## src/rtl/sequenciador_etapas_pkg.sv

```systemverilog
// rtl/sequenciador_etapas_pkg.sv - shared state encodings and stage helpers for the sequencer
//
// Purpose: single source for the stage encoding that is also exported on the
//          etapa port (0=IDLE 1=A 2=B 3=C), plus the fixed stage order.
// Contents: estado_t enum, proxima_etapa() helper.
package sequenciador_etapas_pkg;

  typedef enum logic [1:0] {
    ST_IDLE = 2'd0,
    ST_A    = 2'd1,
    ST_B    = 2'd2,
    ST_C    = 2'd3
  } estado_t;

  // Stage order when a stage completes normally; C wraps back to IDLE.
  function automatic estado_t proxima_etapa(input estado_t e);
    case (e)
      ST_A:    return ST_B;
      ST_B:    return ST_C;
      default: return ST_IDLE;
    endcase
  endfunction

endpackage

```

## src/rtl/sequenciador_etapas_sincroniza_borda.sv

```systemverilog
// rtl/sequenciador_etapas_sincroniza_borda.sv - two-flop synchronizer with rising-edge pulse
//
// Purpose: bring an asynchronous level into the clk domain and emit a one-cycle
//          pulse on each 0->1 transition.
// Ports:
//   clk    in  system clock, rising edge
//   reset  in  asynchronous, active-high; clears every flop
//   d      in  asynchronous level
//   pulso  out one-cycle pulse, high while s2 is 1 and the previous s2 was 0
module sincroniza_borda (
  input  logic clk,
  input  logic reset,
  input  logic d,
  output logic pulso
);

  logic s1_q;
  logic s2_q;
  logic prev_q;

  always_ff @(posedge clk or posedge reset) begin
    if (reset) begin
      s1_q   <= 1'b0;
      s2_q   <= 1'b0;
      prev_q <= 1'b0;
    end else begin
      s1_q   <= d;
      s2_q   <= s1_q;
      prev_q <= s2_q;
    end
  end

  // Combinational so the FSM consumes the pulse on the third edge after d rises.
  assign pulso = s2_q & ~prev_q;

endmodule

```

## src/rtl/sequenciador_etapas.sv

```systemverilog
// rtl/sequenciador_etapas.sv - three-stage motor/valve/LED sequencer driven by divider ticks
//
// Purpose: IDLE -> A (motor) -> B (valve) -> C (LED) -> IDLE, each stage lasting
//          N_x rising edges of its base square wave (clk_2s/clk_4s/clk_8s).
// Ports:
//   clk, reset              50 MHz clock, asynchronous active-high reset
//   clk_2s, clk_4s, clk_8s  divider square waves, sampled as data
//   start, stop             asynchronous level requests, edge-triggered
//   motor, valvula, led     actuator enables (one-hot in A/B/C)
//   etapa                   encoded state
//   restante                N_x minus ticks counted in this stage; 0 in IDLE
//   busy, done              not-IDLE status; one-cycle completion pulse
module sequenciador_etapas
  import sequenciador_etapas_pkg::*;
#(
  parameter int unsigned N_A = 2,
  parameter int unsigned N_B = 1,
  parameter int unsigned N_C = 1,
  parameter int unsigned CW  = 4
) (
  input  logic          clk,
  input  logic          reset,
  input  logic          clk_2s,
  input  logic          clk_4s,
  input  logic          clk_8s,
  input  logic          start,
  input  logic          stop,
  output logic          motor,
  output logic          valvula,
  output logic          led,
  output logic [1:0]    etapa,
  output logic [CW-1:0] restante,
  output logic          busy,
  output logic          done
);

  logic p2s, p4s, p8s, p_start, p_stop;

  sincroniza_borda u_sb_2s    (.clk(clk), .reset(reset), .d(clk_2s), .pulso(p2s));
  sincroniza_borda u_sb_4s    (.clk(clk), .reset(reset), .d(clk_4s), .pulso(p4s));
  sincroniza_borda u_sb_8s    (.clk(clk), .reset(reset), .d(clk_8s), .pulso(p8s));
  sincroniza_borda u_sb_start (.clk(clk), .reset(reset), .d(start),  .pulso(p_start));
  sincroniza_borda u_sb_stop  (.clk(clk), .reset(reset), .d(stop),   .pulso(p_stop));

  // Tick target of each stage; IDLE has none, so restante reads 0 there.
  function automatic logic [CW-1:0] limite(input estado_t e);
    case (e)
      ST_A:    return CW'(N_A);
      ST_B:    return CW'(N_B);
      ST_C:    return CW'(N_C);
      default: return '0;
    endcase
  endfunction

  estado_t       st_q, st_d;
  logic [CW-1:0] cnt_q, cnt_d;
  logic [CW-1:0] cnt_inc;
  logic [CW-1:0] restante_d;
  logic          done_d;
  logic          tick;

  logic          motor_q, valvula_q, led_q, busy_q, done_q;
  logic [1:0]    etapa_q;
  logic [CW-1:0] restante_q;

  assign cnt_inc = cnt_q + 1'b1;

  always_comb begin
    case (st_q)
      ST_A:    tick = p2s;
      ST_B:    tick = p4s;
      ST_C:    tick = p8s;
      default: tick = 1'b0;
    endcase
  end

  // Priority stop > tick > start; start is only looked at in IDLE, and stop
  // only outside IDLE.
  always_comb begin
    st_d   = st_q;
    cnt_d  = cnt_q;
    done_d = 1'b0;
    if (st_q == ST_IDLE) begin
      if (p_start) begin
        st_d  = ST_A;
        cnt_d = '0;
      end
    end else if (p_stop) begin
      st_d  = ST_IDLE;
      cnt_d = '0;
    end else if (tick) begin
      if (cnt_inc == limite(st_q)) begin
        st_d   = proxima_etapa(st_q);
        cnt_d  = '0;
        done_d = (st_q == ST_C);
      end else begin
        cnt_d = cnt_inc;
      end
    end
  end

  // cnt_d is always below the limit of st_d, so this never wraps.
  assign restante_d = limite(st_d) - cnt_d;

  // Outputs decoded from the next state so they move on the same edge as st_q.
  always_ff @(posedge clk or posedge reset) begin
    if (reset) begin
      st_q       <= ST_IDLE;
      cnt_q      <= '0;
      motor_q    <= 1'b0;
      valvula_q  <= 1'b0;
      led_q      <= 1'b0;
      etapa_q    <= 2'd0;
      restante_q <= '0;
      busy_q     <= 1'b0;
      done_q     <= 1'b0;
    end else begin
      st_q       <= st_d;
      cnt_q      <= cnt_d;
      motor_q    <= (st_d == ST_A);
      valvula_q  <= (st_d == ST_B);
      led_q      <= (st_d == ST_C);
      etapa_q    <= st_d;
      restante_q <= restante_d;
      busy_q     <= (st_d != ST_IDLE);
      done_q     <= done_d;
    end
  end

  assign motor    = motor_q;
  assign valvula  = valvula_q;
  assign led      = led_q;
  assign etapa    = etapa_q;
  assign restante = restante_q;
  assign busy     = busy_q;
  assign done     = done_q;

endmodule

```

## config.mk

```make
export PLATFORM = sky130hd
export DESIGN_NAME = sequenciador_etapas
export DESIGN_NICKNAME = d
export VERILOG_FILES = /design/src/rtl/sequenciador_etapas_pkg.sv /design/src/rtl/sequenciador_etapas_sincroniza_borda.sv /design/src/rtl/sequenciador_etapas.sv
export SDC_FILE = /design/constraint.sdc
export NUM_CORES = 1
export LEC_CHECK = 0
export BUFFER_PORTS_ARGS = -buffer_cell sky130_fd_sc_hd__buf_2
export CORE_UTILIZATION = 55
export DETAILED_ROUTE_END_ITERATION = 6
export PLACE_DENSITY = 0.75
export SYNTH_ARGS = -nofsm -noshare
export SYNTH_HDL_FRONTEND = slang
export SYNTH_HIERARCHICAL = 1
export SYNTH_SLANG_ARGS = --single-unit
```

## constraint.sdc

```tcl
create_clock -name clk -period 7.3 [get_ports clk]
set_input_delay 0.365 -clock clk [delete_from_list [all_inputs] [get_ports clk]]
set_output_delay 0.365 -clock clk [all_outputs]
set_load 0.03 [all_outputs]
```

==> flow_metrics.env <==
export IMPL_clk_latency_ns=0.33
export IMPL_n_antenna_cell=0
export IMPL_worst_ep_required_time_ns=7.51
export IMPL_finalSetupViolations=0
export IMPL_min_path_type="in -> reg"
export IMPL_postLayoutCoreUtil_pct=67.92
export IMPL_r2r_end="restante[3]"
export IMPL_peakVddDrop_mv=0.2833
export IMPL_cts_buffer_depth=2
export IMPL_cts_tree="yes"
export IMPL_dieArea_um2=2659
export IMPL_post_drt_wl_per_cell_um=13.78
export IMPL_fin_crit_ns=3.386
export IMPL_portBuffers=17
export IMPL_crit_slowest_cell="dfrtp_1"
export IMPL_clock_skew_ns=0.009017
export IMPL_rrSetupSlack_ns=3.91
export IMPL_worst_setup_path_end_kind="register"
export IMPL_cts_buffers=5
export IMPL_n_fill_cell=182
export IMPL_path_cells="inv_1, ha_1, o21ba_1, a211o_1, or3_4, a311oi_4, inv_2, nor2_1, ha_1, a21oi_1, nor2_1, xnor2_1"
export IMPL_grt_start_max_net_pins=16
export IMPL_yosysSeqAreaShare_pct=55.56
export IMPL_ios=18
export IMPL_cp_slowest_stage_delay_ns=0.47
export IMPL_slew_viol_final=0
export IMPL_layout_drive_gt1_share_pct=26.28
export IMPL_timing_fmax_ghz=0.2954
export IMPL_finalHoldViolCount=0
export IMPL_dp_hpwl_um=1737
export IMPL_num_nets_final=153
export IMPL_yosys_cell_types_count=29
export IMPL_syn_avg_cell_area_um2=12.07
export IMPL_cp_endpoint="restante[3]"
export IMPL_syn_area_um2=1351
export IMPL_max_slew_margin_rel_pct=51.07
export IMPL_dr_first_iter_drc_count=28
export IMPL_multi_input_area_um2=530.5
export IMPL_fin_hold_ws_ns=0.1378
export IMPL_startpoint="etapa[1]"
export IMPL_antenna_found_initial=0
export IMPL_coreArea_um2=2255
export IMPL_syn_to_final_growth_pct=13.33
export IMPL_die_x_um=51.57
export IMPL_drc_errors=0
export IMPL_wirelength_um=2273
export IMPL_worstPathArrival_ns=3.59
export IMPL_regArea_um2=750.7
export IMPL_r2r_cells=12
export IMPL_rsz0062_at_grt="no"
export IMPL_ys_seq_elements=30
export IMPL_vias_per_cell=5.273
export IMPL_leakage_nw=0.7890
export IMPL_start_util_pct=59.93
export IMPL_gp_congestion=0.8564
export IMPL_gr_usage_all_layers_pct=20.90
export IMPL_placed_cells=156
export IMPL_cts_clk_slew_worst_paths_ns=0.09
export IMPL_root_buffer="clkbuf_4"
export IMPL_finalCritPeriodShare_pct=46.38
export IMPL_cts_sinks=30
export IMPL_path_max_fanout=11
export IMPL_p_per_area_nw_per_um2=291.8
export IMPL_ctsHtreeMaxLevel=2
export IMPL_syn_inst=112
export IMPL_fin_cells=165
export IMPL_rows=17
export IMPL_setup_tns_final_ns=0
export IMPL_drtPass1Iterations=4
export IMPL_start_kind="register"
export IMPL_grt_pass1_vias=864
export IMPL_synth_warnings=6
export IMPL_die_h_um=51.57
export IMPL_maxCapViolCount=0
export IMPL_ant_nets=0
export IMPL_synth_fp_nets=129
export IMPL_num_vias=870
export IMPL_r2r_start="etapa[1]"
export IMPL_critPathKind="reg -> reg"
export IMPL_grt_pass1_wl_um=3801
export IMPL_overflow=0
export IMPL_tightest_slew_ns=0.7339
export IMPL_status="finished, final reports clean"
==> critical path, delay by kind of cell, from the launching register on <==
kind | cells | cell delay [ns]
flip-flops | 1 | 0.47
AND/OR/NAND/NOR | 3 | 0.70
AO/OA/AOI/OAI | 4 | 1.06
XOR/XNOR | 1 | 0.14
buffers and inverters | 2 | 0.25
adder cells (fa/ha/maj) | 2 | 0.65
==> power breakdown <==
group	internal, W	switching [W]
logic	0.0000478	0.0000975
registers	0.000187	0.0000130
clock network	0.0000462	0.0000551
==> layout make-up <==
cell class	count	share of cell area [%]
timing repair buffer	18	6.209
clock buffer	6	3.350
multi-input combinational	66	34.64
tap	28	2.288
inverter	15	3.676
clock inverter	2	0.8170
sequential	30	49.02
==> repair_timing <==
| item | in CTS | in global routing |
|---|---|---|
| resized for setup | 0 | 0 |
| setup endpoints to repair | 0 | 0 |
| hold buffers | 1 | 0 |
| buffers inserted | 0 | 0 |
| hold endpoints to repair | 15 | 0 |
==> cell usage after synthesis <==
library cell / n / share of area [%]
a211o_1: 1 / 0.65
a21bo_2: 1 / 0.74
a21oi_1: 1 / 0.37
a222oi_1: 1 / 0.74
a311oi_4: 1 / 1.9
a32oi_1: 2 / 1.3
and2_1: 1 / 0.46
clkbuf_8: 1 / 1.0
dfrtp_1: 30 / 56
fa_1: 1 / 1.5
ha_1: 9 / 8.3
inv_1: 14 / 3.9
inv_2: 1 / 0.28
nand2_1: 9 / 2.5
nand3_1: 1 / 0.37
nand3b_1: 2 / 1.1
nor2_1: 10 / 2.8
nor2b_4: 5 / 5.1
nor3_1: 3 / 1.1
nor3b_1: 1 / 0.56
nor4_1: 1 / 0.46
o211ai_1: 2 / 1.1
o21ai_0: 3 / 1.1
o21ba_1: 1 / 0.74
o32ai_1: 2 / 1.3
or2_2: 2 / 0.93
or3_4: 1 / 0.83
xnor2_1: 3 / 1.9
xor2_1: 2 / 1.3
==> routing by layer <==
| layer | track usage [%] | vias to the layer above | wire length [um] |
|---|---|---|---|
| met2 | 32.03 | 28 | 1101 |
| li1 | - | 417 | - |
| met3 | 7.018 | 2 | 119 |
| met4 | 13.51 | 0 | 26 |
| met5 | 0 | - | 0 |
| met1 | 25.10 | 423 | 1026 |
==> stage by stage <==
| step | setup WS, ns | power [W] | area [um^2] |
|---|---|---|---|
| global route | 3.728 | 0.0004736 | 1531 |
| detailed placement | 3.926 | 0.0003480 | 1458 |
| finish | 3.914 | 0.0004469 | 1531 |
| floorplan | 4.187 | 0.0003161 | 1351 |
| global placement | 4.084 | 0.0003435 | 1458 |
| CTS | 3.907 | 0.0004507 | 1531 |
==> how the worst min path moves through the flow <==
| stage | endpoint | from | cells after the start | slack (ns) |
|---|---|---|---|---|
| after floorplan | u_sb_2s/prev_q | reset | 1 | 0.12 |
| after global placement | u_sb_8s/prev_q | reset | 2 | 0.28 |
| after detailed placement | u_sb_8s/prev_q | reset | 2 | 0.29 |
| after CTS | u_sb_stop/s1_q | stop | 1 | 0.12 |
| after global routing | u_sb_stop/s1_q | stop | 1 | 0.12 |
| final | u_sb_stop/s1_q | stop | 1 | 0.14 |
==> kinds of logic (layout without fill, tap and decap cells) <==
| kind of cell | count (synthesis) | in the layout | synth area share [%] |
|---|---|---|---|
| adders and majority gates | 10 | 10 | 9.815 |
| and+or+nand+nor | 36 | 36 | 16.20 |
| xor gates and xnor gates | 5 | 5 | 3.241 |
| buffers and inverters | 16 | 41 | 5.185 |
| AOI/OAI and AO/OA | 15 | 15 | 10.00 |
| DFF | 30 | 30 | 55.56 |
==> placed cells by master, fill, tap and decap left out, types with 2 or more instances in the layout <==
cell	netlist	routed
o32ai_1	2	2
clkbuf_4	0	5
xor2_1	2	2
ha_1	9	9
buf_2	0	17
o211ai_1	2	2
nor3_1	3	3
o21ai_0	3	3
a32oi_1	2	2
nor2b_4	5	5
nor2_1	10	10
nand2_1	9	9
nand3b_1	2	2
or2_2	2	2
xnor2_1	3	3
dfrtp_1	30	30
inv_1	14	14
No activity file was read; power rests on OpenSTA's default activity.
